**config.mk**
```make
export PLATFORM = sky130hd
export DESIGN_NAME = regfile_mp
export DESIGN_NICKNAME = d
export VERILOG_FILES = /design/src/rtl/regfile_mp.sv
export SDC_FILE = /design/constraint.sdc
export NUM_CORES = 1
export LEC_CHECK = 0
export ABC_AREA = 1
export BUFFER_PORTS_ARGS = -buffer_cell sky130_fd_sc_hd__buf_2
export CORE_ASPECT_RATIO = 1.1
export CORE_MARGIN = 3
export CORE_UTILIZATION = 30
export DETAILED_ROUTE_END_ITERATION = 7
export PLACE_DENSITY = 0.45
export SETUP_SLACK_MARGIN = 0.15
export SYNTH_ARGS = -nofsm -noshare
export SYNTH_HDL_FRONTEND = slang
export SYNTH_SLANG_ARGS = --single-unit
```
**constraint.sdc**
```tcl
create_clock -name clk -period 3.2 [get_ports clk]
set_clock_uncertainty 0.05 [all_clocks]
set_input_delay 0.16 -clock clk [delete_from_list [all_inputs] [get_ports clk]]
set_output_delay 0.16 -clock clk [all_outputs]
set_load 0.05 [all_outputs]
```
**src/rtl/regfile_mp.sv**
```systemverilog
// regfile_mp: multi-read-port register file with per-byte write enables,
// optional hardwired-zero entry 0 and a post-reset clear sequencer.
// Optional feature macro: REGFILE_BYPASS_EN (same-cycle write-to-read forwarding).
module regfile_mp #(
  parameter int DATA_W   = 32,
  parameter int ADDR_W   = 5,
  parameter int NUM_RD   = 2,
  parameter int ZERO_REG = 1
) (
  input  logic                       clk,
  input  logic                       rst,
  input  logic                       we,
  input  logic [ADDR_W-1:0]          waddr,
  input  logic [DATA_W-1:0]          wdata,
  input  logic [DATA_W/8-1:0]        wbe,
  input  logic [NUM_RD*ADDR_W-1:0]   raddr,
  output logic [NUM_RD*DATA_W-1:0]   rdata,
  output logic                       init_busy,
  output logic                       wr_drop
);

  localparam int DEPTH = 1 << ADDR_W;
  localparam int NBYTE = DATA_W / 8;

  typedef enum logic {CLEAR, READY} state_t;

  state_t              state_q, state_d;
  logic [ADDR_W-1:0]   clr_cnt, cnt_d;
  logic                busy_d, drop_d;
  logic                clr_en, wr_en;
  logic [DATA_W-1:0]   mem [DEPTH];

  // Sequencer register: reset restarts the clear walk from entry 0
  always_ff @(posedge clk) begin
    if (rst) begin
      state_q   <= CLEAR;
      clr_cnt   <= '0;
      init_busy <= 1'b1;
      wr_drop   <= 1'b0;
    end else begin
      state_q   <= state_d;
      clr_cnt   <= cnt_d;
      init_busy <= busy_d;
      wr_drop   <= drop_d;
    end
  end

  // Next-state: clear walk, write qualification and drop flag
  always_comb begin
    state_d = state_q;
    cnt_d   = clr_cnt;
    busy_d  = init_busy;
    drop_d  = 1'b0;
    clr_en  = 1'b0;
    wr_en   = 1'b0;
    case (state_q)
      CLEAR: begin
        clr_en = 1'b1;
        cnt_d  = clr_cnt + 1'b1;
        // a write with no byte lanes enabled is a no-op, never a drop
        drop_d = we && (|wbe);
        if (clr_cnt == ADDR_W'(DEPTH - 1)) begin
          state_d = READY;
          busy_d  = 1'b0;
        end
      end
      READY: begin
        busy_d = 1'b0;
        // entry-0 discards are silent: they do not raise wr_drop
        wr_en  = we && (|wbe) && !((ZERO_REG != 0) && (waddr == '0));
      end
      default: begin
        state_d = CLEAR;
        cnt_d   = '0;
        busy_d  = 1'b1;
      end
    endcase
  end

  // Storage: clear walk has priority; otherwise byte-masked write
  always_ff @(posedge clk) begin
    if (!rst) begin
      if (clr_en) begin
        mem[clr_cnt] <= '0;
      end else if (wr_en) begin
        for (int k = 0; k < NBYTE; k++) begin
          if (wbe[k]) mem[waddr][k*8 +: 8] <= wdata[k*8 +: 8];
        end
      end
    end
  end

  // Independent asynchronous read ports
  for (genvar p = 0; p < NUM_RD; p++) begin : g_rd
    logic [ADDR_W-1:0] ra;
    logic [DATA_W-1:0] word;

    assign ra = raddr[p*ADDR_W +: ADDR_W];

    // Read mux: storage, optional forwarding, then busy / zero-entry gate
    always_comb begin
      word = mem[ra];
`ifdef REGFILE_BYPASS_EN
      if ((state_q == READY) && we && (ra == waddr)) begin
        for (int k = 0; k < NBYTE; k++) begin
          if (wbe[k]) word[k*8 +: 8] = wdata[k*8 +: 8];
        end
      end
`else
`endif
      if (init_busy || ((ZERO_REG != 0) && (ra == '0))) word = '0;
    end

    assign rdata[p*DATA_W +: DATA_W] = word;
  end

endmodule

```
Yosys cells after proc, flatten, opt, wreduce, memory -nomap -nowiden
Memories as Yosys holds them, arrays and structs flattened.
Index checks and enable logic that the tools add are counted.
{"block": "totals", "reg_bits": 8, "latch_bits": 0, "ramBits": 1024, "mem_bits_ro": 0, "in_bits": 54, "n_memories": 1}
{"name": "mem", "depth": 32, "width": 32, "read_ports": 2, "rd_ports_with_merged_regs": 0, "wr": 1, "line_no": "31", "text": "logic [DATA_W-1:0] mem [DEPTH];"}
{"block": "classes", "n_addsub": 1, "n_mul": 0, "div_mod_pow": 0, "magnitude_cmp": 0, "eq_ne": 2, "n_shift": 0, "muxes": 33, "n_bitwise": 1, "reduce_logical": 11}
{"cell": "32-bit two-way mux", "count": 3}
{"cell": "32-bit OR reduction", "count": 1}
{"cell": "1-bit two-way mux", "count": 27}
{"cell": "5-bit logical NOT", "count": 3}
{"cell": "5-bit by 1-bit adder with 5-bit output (second input constant)", "count": 1}
{"cell": "5-bit equality test (second input constant)", "count": 1}
{"cell": "5-bit two-way mux", "count": 1}
{"cell": "4-bit two-way mux", "count": 1}
{"cell": "4-bit OR reduction", "count": 1}
{"cell": "1-bit logical AND", "count": 2}
{"cell": "1-bit logical OR", "count": 2}
{"cell": "2-bit inequality test (second input constant)", "count": 1}
{"cell": "1-bit case mux with 2 select lines", "count": 1}
{"cell": "2-bit OR reduction", "count": 1}
{"cell": "1-bit logical NOT", "count": 1}
{"cell": "1-bit NOT", "count": 1}

Longest topological paths before layout
{"block": "depth", "ltp_word": 10, "depth_mapped": 12, "mapped_depth_nobuf": 10}

Worst setup path before layout
Ideal clock, no wire load.
{"block": "synth_timing", "path_type": "register -> register", "from": "register state_q", "to": "memory mem[31][16], enable pin", "arrival_ns": 1.987, "required_ns": 2.767, "path_slack_ns": 0.780, "path_stages_with_launch": 12, "n_path_buf": 3, "path_cell_list": "dfxtp_1 -> buf_4 -> nand3_2 -> nor2_4 -> o21ai_2 -> nand2_2 -> buf_6 -> nand2_1 -> nand2_1 -> nand2_2 -> buf_6 -> nor3_1"}
{"block": "synth_between", "elab_chain_cells": 7}
{"element": "start, declared", "line_no": "27", "text": "state_t state_q, state_d;"}
{"element": "start signal, assigned", "line_no": "41", "text": "state_q <= state_d;"}
{"element": "1-bit two-way mux", "line_no": "56", "text": "case (state_q)"}
{"element": "1-bit two-way mux", "line_no": "85", "text": "end else if (wr_en) begin"}
{"element": "1-bit two-way mux", "line_no": "83", "text": "if (clr_en) begin"}
{"element": "1-bit two-way mux", "line_no": "82", "text": "if (!rst) begin"}
{"element": "1-bit two-way mux (not written as such)", "line_no": "87", "text": "if (wbe[k]) mem[waddr][k*8 +: 8] <= wdata[k*8 +: 8];"}
{"element": "32-bit OR reduction (no source line)"}
{"element": "5-bit two-way mux (no source line) / 4-bit two-way mux (equally long branches)"}
{"element": "end, declared", "line_no": "31"}
Parallel ways exist; a longest one is shown, timed or not.

Worst setup path after layout
{"block": "layout_timing", "from": "register init_busy", "to": "output rdata[4]"}
{"block": "layout_between", "elab_chain_cells": 2}
{"element": "start, declared", "line_no": "18", "text": "output logic init_busy,"}
{"element": "start signal, assigned", "line_no": "43", "text": "init_busy <= busy_d;"}
{"element": "1-bit logical OR", "line_no": "111", "text": "if (init_busy || ((ZERO_REG != 0) && (ra == '0))) word = '0;"}
{"element": "32-bit two-way mux", "line_no": "111"}
{"element": "end, declared", "line_no": "17", "text": "output logic [NUM_RD*DATA_W-1:0] rdata,"}
Every way passes these cells.

==> qor.txt <==
Outcome: complete, no violations
Core ar.: 0.171 mm2
Reg2reg setup slack: 0.31 ns
Post-Syn Area: 0.0517 mm2
Mapped Cells: 5280
Worst setup SP type: flip-flop
Ratio of cells with drive above 1 in the final layout: 0.149
Reg2reg end: mem[31][2]
Delay-heaviest family, CP: compound AO/OA/AOI/OAI gates
Placer congestion estimate: 0.879
Flops & latches, synth: 1032
Max Transition Viols Final: 0
Clock Tree Buf Depth: 3
Vias in the first global route: 41300
Class of the worst hold path: in2reg
Worst-Margin Slew: 1.05 ns
Die area: 0.177 mm2
Core Util, Final: 0.364
Crit path depth: 7
Worst EP required: 2.99 ns
Fmax: 330 MHz
Row cnt: 159
Main synth FF type: edfxtp_1
Overflow after GRT: 0
VDD IR max: 0.412 mV
Asr flop ratio synth: 0
TNS Setup: 0 ns
Largest net degree at the start of global routing: 97
CP Cell Sequence: inv_1, o31ai_1, inv_2, buf_4, o21ai_0, a21oi_1, buf_12
Routed len/inst: 26.8 um
Initial antenna violation count: 4
Sequential element share of the synthesized area: 0.598
CP Capture Type: primary output
Max Cap Viol: 0
Nets: 5515
Cell area after placement: 0.0579 mm2
Die width: 402 um
Vias per cell: 5.58
Number of synthesized flops with an enable pin: 1024
CTS Buf Count: 112
RSZ-0062 raised after global routing: false
Pre-Repair DR Iteration Count: 6
Worst R2R Start: state_q
Initial DRC Count: 5482
Via count of the routed design: 43600
Critical Path End: rdata[4]
Final Setup Violations: 0
Syn avg cell area: 9.79 um2
Max incr delay on CP: 0.52 ns
R2R cell count: 9
Final WL: 210 mm
Reg clk slew, reported paths: 0.06 ns
Power Total: 31.8 mW
CTS tree: yes
CP Class: reg2out
CP startpoint: init_busy
Initial core utilization: 0.302
Hpwl dp: 132 mm
IO Port Bufs: 119
Worst setup margin: 0.172 ns
Final instance area: 0.0622 mm2
DRT antenna net count: 0
Ports: 120
Worst EP arrival: 2.82 ns
Clock root buffer: clkbuf_16
Max Fanout on Critical Path: 16
Yosys cell types: 43
YS warnings: 0
Tmin final: 3.03 ns
Slowest CP cell: a21oi_1
Residual DRC count: 0
H-tree levels: 3
Total leakage power: 20.9 nW
Worst slew margin: 0.301
PwrDens: 511 mW/mm2
CP Buf/Inv Count: 4
Fin. Hold Viols: 0
Worst skew pair latency: 0.73 ns
Fin crit share: 0.946
HP Start: wdata[9]
Clk sinks: 1032
Die Ht: 441 um
Place WS: 0.354 ns
Area Growth Syn to Fin: 20.3%
Mapped Nets: 5336
First-pass GRT wire length: 300 mm
Tot GR Track Use: 0.230
-- sequential cells by signal (all words and copies together), names as in the netlist --
name       flops
wr_drop        1
clr_cnt        5
state_q        1
init_busy      1
mem         1024
-- worst min path at each step --
stage	endpoint	depth (start not counted)	slack (ns)
6_report	mem[31][9]	4	0.07
5_1_grt	mem[31][9]	4	0.08
4_1_cts	mem[31][9]	4	0.02
3_5_place_dp	wr_drop	2	0.39
3_3_place_gp	state_q	2	0.40
2_1_floorplan	wr_drop	1	0.26
-- what timing repair did --
| action | in CTS | in global routing |
|---|---|---|
| setup buffers | 0 | 2 |
| gates resized for setup | 0 | 3 |
| setup endpoints to repair | 0 | 11 |
| hold buffers | 32 | 0 |
| hold endpoints to repair | 911 | 0 |
-- layout by cell type, fill, tap and decap left out, types with 9 or more instances in the layout --
master | netlist | final
o2111ai_1 | 31 | 31
clkinv_2 | 0 | 25
a21oi_1 | 264 | 259
a31oi_1 | 19 | 19
clkinv_1 | 1 | 19
buf_4 | 22 | 275
a21boi_0 | 93 | 93
nor2_2 | 3 | 35
mux2i_1 | 45 | 45
nor3_1 | 53 | 52
inv_1 | 174 | 167
nand3_1 | 150 | 150
o21ai_0 | 981 | 981
bufinv_16 | 0 | 22
clkbuf_16 | 0 | 114
a311oi_1 | 9 | 9
dlygate4sd3_1 | 0 | 32
nand2_1 | 770 | 769
o22ai_1 | 217 | 217
o211ai_1 | 59 | 59
edfxtp_1 | 1024 | 1024
nor2_1 | 746 | 711
clkbuf_1 | 261 | 12
buf_2 | 133 | 62
o221ai_1 | 46 | 46
nor3_2 | 80 | 81
buf_12 | 0 | 141
o21ai_1 | 13 | 13
-- logic make-up (layout without fill, tap and decap cells) --
logic type,count (synthesis),after routing,share of synthesized area
AOI/OAI and AO/OA,1738,1738,0.188
muxes,45,45,0.00871
other,0,2,0
adders and majority gates,2,2,0.000484
DFF,1032,1032,0.598
and+or+nand+nor,1836,1836,0.152
buffers and inverters,627,901,0.0524
-- through the flow --
step,hold WS (ns),std cells
CTS,0.0217,7806
global route,0.0844,7808
finish,0.0726,7810
detailed placement,0.387,7565
floorplan,0.263,5280
global placement,0.397,7565
-- cells in the mapped netlist, drive strengths merged, types with 45 or more instances --
master	number	area share
a21boi	93	0.014
a21oi	264	0.026
buf	189	0.021
clkbuf	261	0.019
edfxtp	1024	0.59
inv	176	0.013
mux2i	45	0.0087
nand2	782	0.058
nand3	159	0.017
nor2	750	0.055
nor3	133	0.021
o211ai	59	0.0086
o21ai	996	0.097
o221ai	46	0.0078
o22ai	217	0.026
-- worst reg2reg max path: stages, from the launching register on --
cell     delay, ns
dfxtp_1       0.48
nand3_2       0.15
nor2_4        0.28
o21ai_2       0.12
nand2_2       0.19
nand2_1       0.12
nand2_4       0.15
nand3_4       0.33
nor3_1        0.47
buf_4         0.26
-- area by class of cell --
type / count / area, um2
antenna: 2 / 5.00
multi-input combinational: 3621 / 18200
fill: 16700 / 109000
timing repair buffer: 515 / 5580
clock buffer: 126 / 2900
clock inverter: 83 / 1040
tap: 2254 / 2820
inverter: 177 / 694
sequential: 1032 / 30900
-- metal layers --
metal / vias up / GRT usage / wire, um
met1: 21500 / 0.316 / 89800
met3: 387 / 0.0287 / 15700
li1: 19400 / - / -
met5: - / 0 / 13
met4: 2 / 0.0825 / 7190
met2: 2266 / 0.373 / 97000
-- report_power, final --
group | internal, mW | leakage (nW) | total [mW] | switching (mW)
Sequential | 14.7 | 8.21 | 14.8 | 0.0512
Combinational | 0.857 | 10.8 | 2.97 | 2.11
Clock | 8.29 | 1.91 | 14.0 | 5.74
(Power assumes the default switching activity.)
